==> src/rtl/adder_pkg.sv <==
// Shared definitions for the registered ripple-carry adder.
// Holds the default datapath width and a plain-arithmetic golden add
// function that benches can use as a reference.
package adder_pkg;

  localparam int DEFAULT_WIDTH = 4;

  // Returns {carry, sum}: bit 32 is the carry out of bit (width-1), and
  // bits [31:0] hold the sum truncated to 'width' bits (legal 1..32).
  function automatic logic [32:0] ref_add(input logic [31:0] a,
                                          input logic [31:0] b,
                                          input logic        cin,
                                          input int unsigned width);
    logic [32:0] full;
    logic [32:0] mask;
    full = {1'b0, a} + {1'b0, b} + {32'd0, cin};
    mask = (33'd1 << width) - 33'd1;
    return {full[width], full[31:0] & mask[31:0]};
  endfunction

endpackage

==> src/rtl/adder_4bit_if.sv <==
// Operand/result bundle of the adder. The master drives operands and the
// input qualifier; the slave (the adder) returns the registered results.
// Optional macro ADDER_4BIT_OVF_EN adds the signed-overflow flag ovf.
interface adder_4bit_if #(
  parameter int WIDTH = adder_pkg::DEFAULT_WIDTH
);

  logic             in_valid;
  logic [WIDTH-1:0] a;
  logic [WIDTH-1:0] b;
  logic             c_input;
  logic [WIDTH-1:0] s;
  logic             c_output;
  logic             out_valid;
`ifdef ADDER_4BIT_OVF_EN
  logic             ovf;

  modport master (output in_valid, a, b, c_input,
                  input  s, c_output, out_valid, ovf);
  modport slave  (input  in_valid, a, b, c_input,
                  output s, c_output, out_valid, ovf);
`else
  modport master (output in_valid, a, b, c_input,
                  input  s, c_output, out_valid);
  modport slave  (input  in_valid, a, b, c_input,
                  output s, c_output, out_valid);
`endif

endinterface

==> src/rtl/full_adder_cell.sv <==
// One-bit full adder cell; chained WIDTH times to form the ripple carry.
module full_adder_cell (
  input  logic a,
  input  logic b,
  input  logic cin,
  output logic s,
  output logic cout
);

  logic p;

  // Propagate term shared by the sum and the carry generate/propagate path.
  always_comb begin
    p    = a ^ b;
    s    = p ^ cin;
    cout = (a & b) | (cin & p);
  end

endmodule

==> src/rtl/adder_4bit.sv <==
// Registered ripple-carry adder: {c_output, s} = a + b + c_input, one-cycle
// latency, outputs hold between accepted inputs.
// Optional macro ADDER_4BIT_OVF_EN adds a registered two's-complement
// overflow flag (carry into MSB XOR carry out of MSB).
module adder_4bit
  import adder_pkg::*;
#(
  parameter int WIDTH = DEFAULT_WIDTH
) (
  input logic        clk,
  input logic        rst,
  adder_4bit_if.slave bus
);

  logic [WIDTH:0]   carry;
  logic [WIDTH-1:0] sum;

  assign carry[0] = bus.c_input;

  for (genvar i = 0; i < WIDTH; i++) begin : g_chain
    full_adder_cell u_fa (
      .a    (bus.a[i]),
      .b    (bus.b[i]),
      .cin  (carry[i]),
      .s    (sum[i]),
      .cout (carry[i+1])
    );
  end

  logic [WIDTH-1:0] s_q, s_d;
  logic             c_q, c_d;
  logic             vld_q, vld_d;

  // Capture a new result only on accepted inputs; otherwise hold, so idle
  // operand values (including X/Z) never reach the outputs.
  always_comb begin
    s_d   = s_q;
    c_d   = c_q;
    vld_d = bus.in_valid;
    if (bus.in_valid) begin
      s_d = sum;
      c_d = carry[WIDTH];
    end
  end

  // Output registers; reset wins over a same-cycle valid input.
  always_ff @(posedge clk) begin
    if (rst) begin
      s_q   <= '0;
      c_q   <= 1'b0;
      vld_q <= 1'b0;
    end else begin
      s_q   <= s_d;
      c_q   <= c_d;
      vld_q <= vld_d;
    end
  end

  assign bus.s         = s_q;
  assign bus.c_output  = c_q;
  assign bus.out_valid = vld_q;

`ifdef ADDER_4BIT_OVF_EN
  logic ovf_q, ovf_d;

  // Signed overflow: the carries into and out of the sign bit disagree.
  always_comb begin
    ovf_d = ovf_q;
    if (bus.in_valid) begin
      ovf_d = carry[WIDTH] ^ carry[WIDTH-1];
    end
  end

  // Overflow flag register, same timing and reset as the sum.
  always_ff @(posedge clk) begin
    if (rst) begin
      ovf_q <= 1'b0;
    end else begin
      ovf_q <= ovf_d;
    end
  end

  assign bus.ovf = ovf_q;
`endif

endmodule

==> src/flat_wrapper.sv <==
// flat-port wrapper written by rule: the top's interface ports become plain ports
module adder_4bit_flat import adder_pkg::*;
#(
  parameter int WIDTH = DEFAULT_WIDTH
)
  (clk, rst, bus_in_valid, bus_a, bus_b, bus_c_input, bus_s, bus_c_output, bus_out_valid);
  adder_4bit_if #(.WIDTH(WIDTH)) bus_i ();
  input logic clk;
  input logic rst;
  input wire logic [$bits(bus_i.in_valid)-1:0] bus_in_valid;
  input wire logic [$bits(bus_i.a)-1:0] bus_a;
  input wire logic [$bits(bus_i.b)-1:0] bus_b;
  input wire logic [$bits(bus_i.c_input)-1:0] bus_c_input;
  output wire logic [$bits(bus_i.s)-1:0] bus_s;
  output wire logic [$bits(bus_i.c_output)-1:0] bus_c_output;
  output wire logic [$bits(bus_i.out_valid)-1:0] bus_out_valid;
  assign bus_i.in_valid = bus_in_valid;
  assign bus_i.a = bus_a;
  assign bus_i.b = bus_b;
  assign bus_i.c_input = bus_c_input;
  assign bus_s = bus_i.s;
  assign bus_c_output = bus_i.c_output;
  assign bus_out_valid = bus_i.out_valid;
  adder_4bit #(.WIDTH(WIDTH)) u_core (.clk(clk), .rst(rst), .bus(bus_i));
endmodule
==> config.mk <==
export PLATFORM = sky130hd
export DESIGN_NAME = adder_4bit_flat
export DESIGN_NICKNAME = d
export VERILOG_FILES = /design/src/rtl/adder_pkg.sv /design/src/rtl/adder_4bit_if.sv /design/src/rtl/full_adder_cell.sv /design/src/rtl/adder_4bit.sv /design/src/flat_wrapper.sv
export SDC_FILE = /design/constraint.sdc
export NUM_CORES = 1
export LEC_CHECK = 0
export CORE_AREA = 2 2 39 41
export DETAILED_ROUTE_END_ITERATION = 8
export DIE_AREA = 0 0 41 43
export PLACE_DENSITY = 0.53
export SLEW_MARGIN = 20
export SYNTH_ARGS = -nofsm -noshare
export SYNTH_HDL_FRONTEND = slang
export SYNTH_HIERARCHICAL = 1
export SYNTH_SLANG_ARGS = --single-unit
==> constraint.sdc <==
create_clock -name clk -period 3.1 [get_ports clk]
set_clock_uncertainty 0.15 [all_clocks]
set_input_delay 0.31 -clock clk [delete_from_list [all_inputs] [get_ports clk]]
set_output_delay 0.31 -clock clk [all_outputs]
set_load 0.05 [all_outputs]
# Yosys cells after proc, flatten, opt, wreduce, memory -nomap -nowiden
# Index checks and enable logic that the tools add are counted.
[classes]
n_bitwise = 20
[ops]
columns = ["operator", "count"]
rows = [
  ["$and A1 B1 Y1", 8],
  ["$xor A1 B1 Y1", 8],
  ["$or A1 B1 Y1", 4],
]
[word_totals]
regBits = 6
in_bits = 12
output_inout_bits = 6
word_cells = 23

# Longest topological paths before layout
[logic_depth]
word_depth = 9
mapped_depth = 6
depth_no_buf = 6

# Hierarchy
# The synthesis kept the hierarchy.
[by_module_without_submodules]
columns = ["mod", "instances", "cells_per_inst", "area_each_um2", "seq_area_each_um2"]
rows = [
  ["adder_4bit", 1, 18, 206.4, 120.1],
  ["full_adder_cell", 4, 1, 20.0, 0.0],
]

# Least setup slack after synthesis
# OpenSTA, ideal clock, no wires.
[synth_timing]
kind = "input port to flip-flop"
startpoint = "input bus_a[0]"
endpoint = "register u_core.s_q[3] (netlist: u_core/bus.s[3])"
setup_ns = 0.116
t_arrival_ns = 2.084
required_time_ns = 2.834
setup_slack_ns = 0.751
stages = 6
n_path_buf = 0
path_cell_list = "fa_1 > fa_1 > fa_1 > fa_1 > mux2i_1 > nor2_1"
[synth_via]
elab_chain_cells = 8
word_cells_on_any_way = 9
cone_classes = "bitwise: 9"
[synth_lines]
columns = ["element", "line_no", "source"]
rows = [
  ["start: declaration", "flat_wrapper.sv:11", "input wire logic [$bits(bus_i.a)-1:0] bus_a;"],
  ["$xor A1 B1 Y1", "full_adder_cell.sv:14", "p = a ^ b;"],
  ["$and A1 B1 Y1", "full_adder_cell.sv:16", "cout = (a & b) | (cin & p);"],
  ["$or A1 B1 Y1 *", "full_adder_cell.sv:16", ""],
  ["$and A1 B1 Y1 *", "full_adder_cell.sv:16", ""],
  ["$or A1 B1 Y1 *", "full_adder_cell.sv:16", ""],
  ["via u_core.carry[2]", "adder_4bit.sv:15", "logic [WIDTH:0] carry;"],
  ["$and A1 B1 Y1 *", "full_adder_cell.sv:16", ""],
  ["$or A1 B1 Y1 *", "full_adder_cell.sv:16", ""],
  ["via u_core.carry[3]", "adder_4bit.sv:15", ""],
  ["$xor A1 B1 Y1 *", "full_adder_cell.sv:15", "s = p ^ cin;"],
  ["via u_core.sum[3]", "adder_4bit.sv:16", "logic [WIDTH-1:0] sum;"],
  ["end signal: assignment", "adder_4bit.sv:49", "s_q <= '0;"],
  ["end signal: assignment", "adder_4bit.sv:53", "s_q <= s_d;"],
  ["end: declaration", "adder_4bit.sv:30", "logic [WIDTH-1:0] s_q, s_d;"],
]
# The timed path passes the listed nets; every way through them passes the cells marked *.
# A chain may end at the register's enable or synchronous reset.

# Worst setup path in the final report
[layout_timing]
startpoint = "input bus_a[0]"
endpoint = "register u_core.s_q[3] (netlist: u_core/bus.s[3])"
[layout_via]
elab_chain_cells = 8
word_cells_on_any_way = 9
cone_classes = "bitwise: 9"
[layout_lines]
columns = ["element", "line_no"]
rows = [
  ["$xor A1 B1 Y1", "full_adder_cell.sv:14"],
  ["$and A1 B1 Y1", "full_adder_cell.sv:16"],
  ["$or A1 B1 Y1 *", "full_adder_cell.sv:16"],
  ["via u_core.carry[1]", "adder_4bit.sv:15"],
  ["$and A1 B1 Y1 *", "full_adder_cell.sv:16"],
  ["$or A1 B1 Y1 *", "full_adder_cell.sv:16"],
  ["via u_core.carry[2]", "adder_4bit.sv:15"],
  ["$and A1 B1 Y1 *", "full_adder_cell.sv:16"],
  ["$or A1 B1 Y1 *", "full_adder_cell.sv:16"],
  ["via u_core.carry[3]", "adder_4bit.sv:15"],
  ["$xor A1 B1 Y1 *", "full_adder_cell.sv:15"],
  ["via u_core.sum[3]", "adder_4bit.sv:16"],
]
# Marks and branches as above.

==> implementation parameters <==
Parameter                              Value

Die
  Die Height    43 µm
  Initial standard-cell utilization of the core    20.71%
  Ports    18
  Area inside the core boundary    1384 µm²
  Die area    1763 µm²
  Num rows    14
  Horizontal extent of the die    41 µm

Power and ir drop
  Worst IR drop on VDD    0.2216 mV
  Leakage component of the power    0.1979 nW
  Pwr per Cell Area    481.7 nW/µm²

Setup path
  Largest fanout on the critical path    1
  Type of element capturing the critical path    flip-flop
  Worst Setup Start Kind    input pin
  Worst setup path category    in -> reg
  WP data required    3070 ps
  Worst EP arrival    2590 ps

Clock tree
  Clk slew on worst S/H paths    50 ps
  Hold-fix buffer count after cts    0
  Cells resized by post-CTS repair    0
  Clock net sink count    6
  Clock buffers created by TritonCTS    3
  Setup fix buffers added after clock tree synthesis    0
  Clock latency on the worst-skew pair    240 ps
  Clock tree from TritonCTS    built
  Clock Tree Buf Depth    2
  Number of H-tree branching levels    1
  Cell chosen for the clock root    sky130_fd_sc_hd__clkbuf_4

STA
  Final critical-path required period    2611 ps
  Total negative setup slack    0 ps
  FMAX    383.0 MHz
  Final Hold Fails    0
  Final critical-path share of the clock period    84.23%
  Final-layout worst hold slack    336.2 ps
  Finish-stage setup viols    0
  Slew at the pin closest to its max-slew limit    503.8 ps
  Setup repair after global routing missed its margin    false
  Slew Limit Fails    0
  Worst rel slew slack    66.31%

Yosys
  Yosys warnings    6
  Most frequently used flop master after synthesis    sky130_fd_sc_hd__dfxtp_1
  Synthesized cell area    286.5 µm²
  Share of the yosys chip area belonging to registers    41.92%
  Post-synthesis async set-or-reset flop share    0%
  Post-synthesis cell count    22
  Count of distinct cell types in the synthesized netlist    6
  Most instantiated cells after synthesis    6 x sky130_fd_sc_hd__dfxtp_1, 5 x sky130_fd_sc_hd__mux2i_1, 5 x sky130_fd_sc_hd__nor2_1
  Average instance area after synthesis    13.02 µm²
  Post-synth EDFFs    0
  Area share of the largest cell type after synthesis    41.92%
  Total of flip-flops plus latches after synthesis    6
  Dominant cell type by area after synthesis    sky130_fd_sc_hd__dfxtp_1
  Most common cell in the netlist    sky130_fd_sc_hd__dfxtp_1
  Biggest area contributors in the synthesized netlist    sky130_fd_sc_hd__dfxtp_1 42%, sky130_fd_sc_hd__fa_1 28%, sky130_fd_sc_hd__mux2i_1 17%
  Synth Net Count    38

Global route
  Fraction of met2 tracks used by global routing    12.19%
  Met3 usage in global routing    5.236%
  Pin count of the biggest net entering global routing    7
  Most Crowded Layer GR    met2
  Global route overflow    0
  Number of antenna violations at the first check in global routing    0
  Met1 usage    7.843%
  Global-route wire length before repair    903 µm
  Overall Global Routing Usage    8.577%
  Number of global-route vias before repair    233

Layout
  Number of fillers in the final layout    135
  Number of nets in the layout    59
  Area growth from synthesis to layout    70.31%
  Share of final-layout standard cells stronger than drive strength 1    7.317%
  Antenna diode count    0

Routing
  DR DRC count    0
  Total routed wirelength    601 µm
  Detailed-route via count    232
  Wirelength per Cell    10.54 µm
  First-pass iteration count of the detailed router    2
  Number of DRC markers in iteration 0    2
  Vias per Instance    4.070
  Number of nets still failing antenna checks after routing    0

Run status
  Result of the run    completed

Hold path
  Worst min path class    reg -> reg

Run
  Number of maximum-capacitance constraint violations    0

Place
  Placer Congestion    0.5608
  Count of port buffers added during placement    17
  DP HPWL    496.3 µm
[registers in the layout, summed over array words and instances, names as in the netlist]
signal / cells
u_core/bus.out_valid: 1
u_core/bus.c_output: 1
u_core/bus.s: 4
[cell families (layout without fill, tap and decap cells)]
group	after synthesis	after routing	share of synthesized area (%)
AND/OR/NAND/NOR	6	6	8.736
adder cells (fa/ha/maj)	4	4	27.95
flip-flops	6	6	41.92
multiplexers	5	5	17.47
buffers and inverters	1	20	3.930
[through the flow]
stage / worst slack [ps] / instance area, µm² / utilization, % / cells / power (mW)
after global placement: 232.7 / 465.4 / 33.63 / 54 / 0.1660
final: 488.8 / 488.0 / 35.26 / 57 / 0.2351
after CTS: 466.9 / 488.0 / 35.26 / 57 / 0.2420
after global routing: 395.3 / 488.0 / 35.26 / 57 / 0.2544
after detailed placement: 212.0 / 465.4 / 33.63 / 54 / 0.1667
after floorplan: 750.6 / 286.5 / - / 22 / 0.1329
[metal layers]
metal / wire (µm) / part of all wire [%]
met3: 99 / 16
met1: 240 / 40
met4: 5 / 0.83
met5: 0 / 0
met2: 256 / 43
[worst max-delay path: stages]
cell and delay [ps]:
sky130_fd_sc_hd__clkdlybuf4s50_1 430, sky130_fd_sc_hd__fa_1 440, sky130_fd_sc_hd__fa_1 390, sky130_fd_sc_hd__fa_1 390, sky130_fd_sc_hd__fa_1 430, sky130_fd_sc_hd__mux2i_1 140
sky130_fd_sc_hd__nor2_1 50
[report_power, final]
| part | total (mW) | switching, mW | internal [mW] | leakage (nW) |
|---|---|---|---|---|
| logic | 0.0760 | 0.0413 | 0.0347 | 0.134 |
| registers | 0.0878 | 0.00323 | 0.0845 | 0.0496 |
| clock network | 0.0713 | 0.0275 | 0.0438 | 0.0138 |
[layout make-up]
type	count	area, µm²	area share [%]
well taps	16	20.02	4.103
clock buffers	3	22.52	4.615
multi-input cells	15	155.1	31.79
repair buffers	17	170.2	34.87
flip-flops and latches	6	120.1	24.62
[path summary, 6_finish.rpt]
kind	startpoint	endpoint	slack (ps)	cells after the start
max	bus_a[0]	u_core/bus.s[3]	490	7
max reg2reg	u_core/bus.s[2]	u_core/bus.s[2]	2350	2
min reg2reg	u_core/bus.s[1]	u_core/bus.s[1]	340	2
min	u_core/bus.s[1]	u_core/bus.s[1]	340	2
[cell usage in the layout, fill, tap and decap left out, drive strengths merged]
| master | count |
|---|---|
| clkbuf | 3 |
| clkdlybuf4s50 | 17 |
| dfxtp | 6 |
| fa | 4 |
| mux2i | 5 |
| nor2 | 5 |
| nor2b | 1 |
Power figures use the tool's default switching activity.
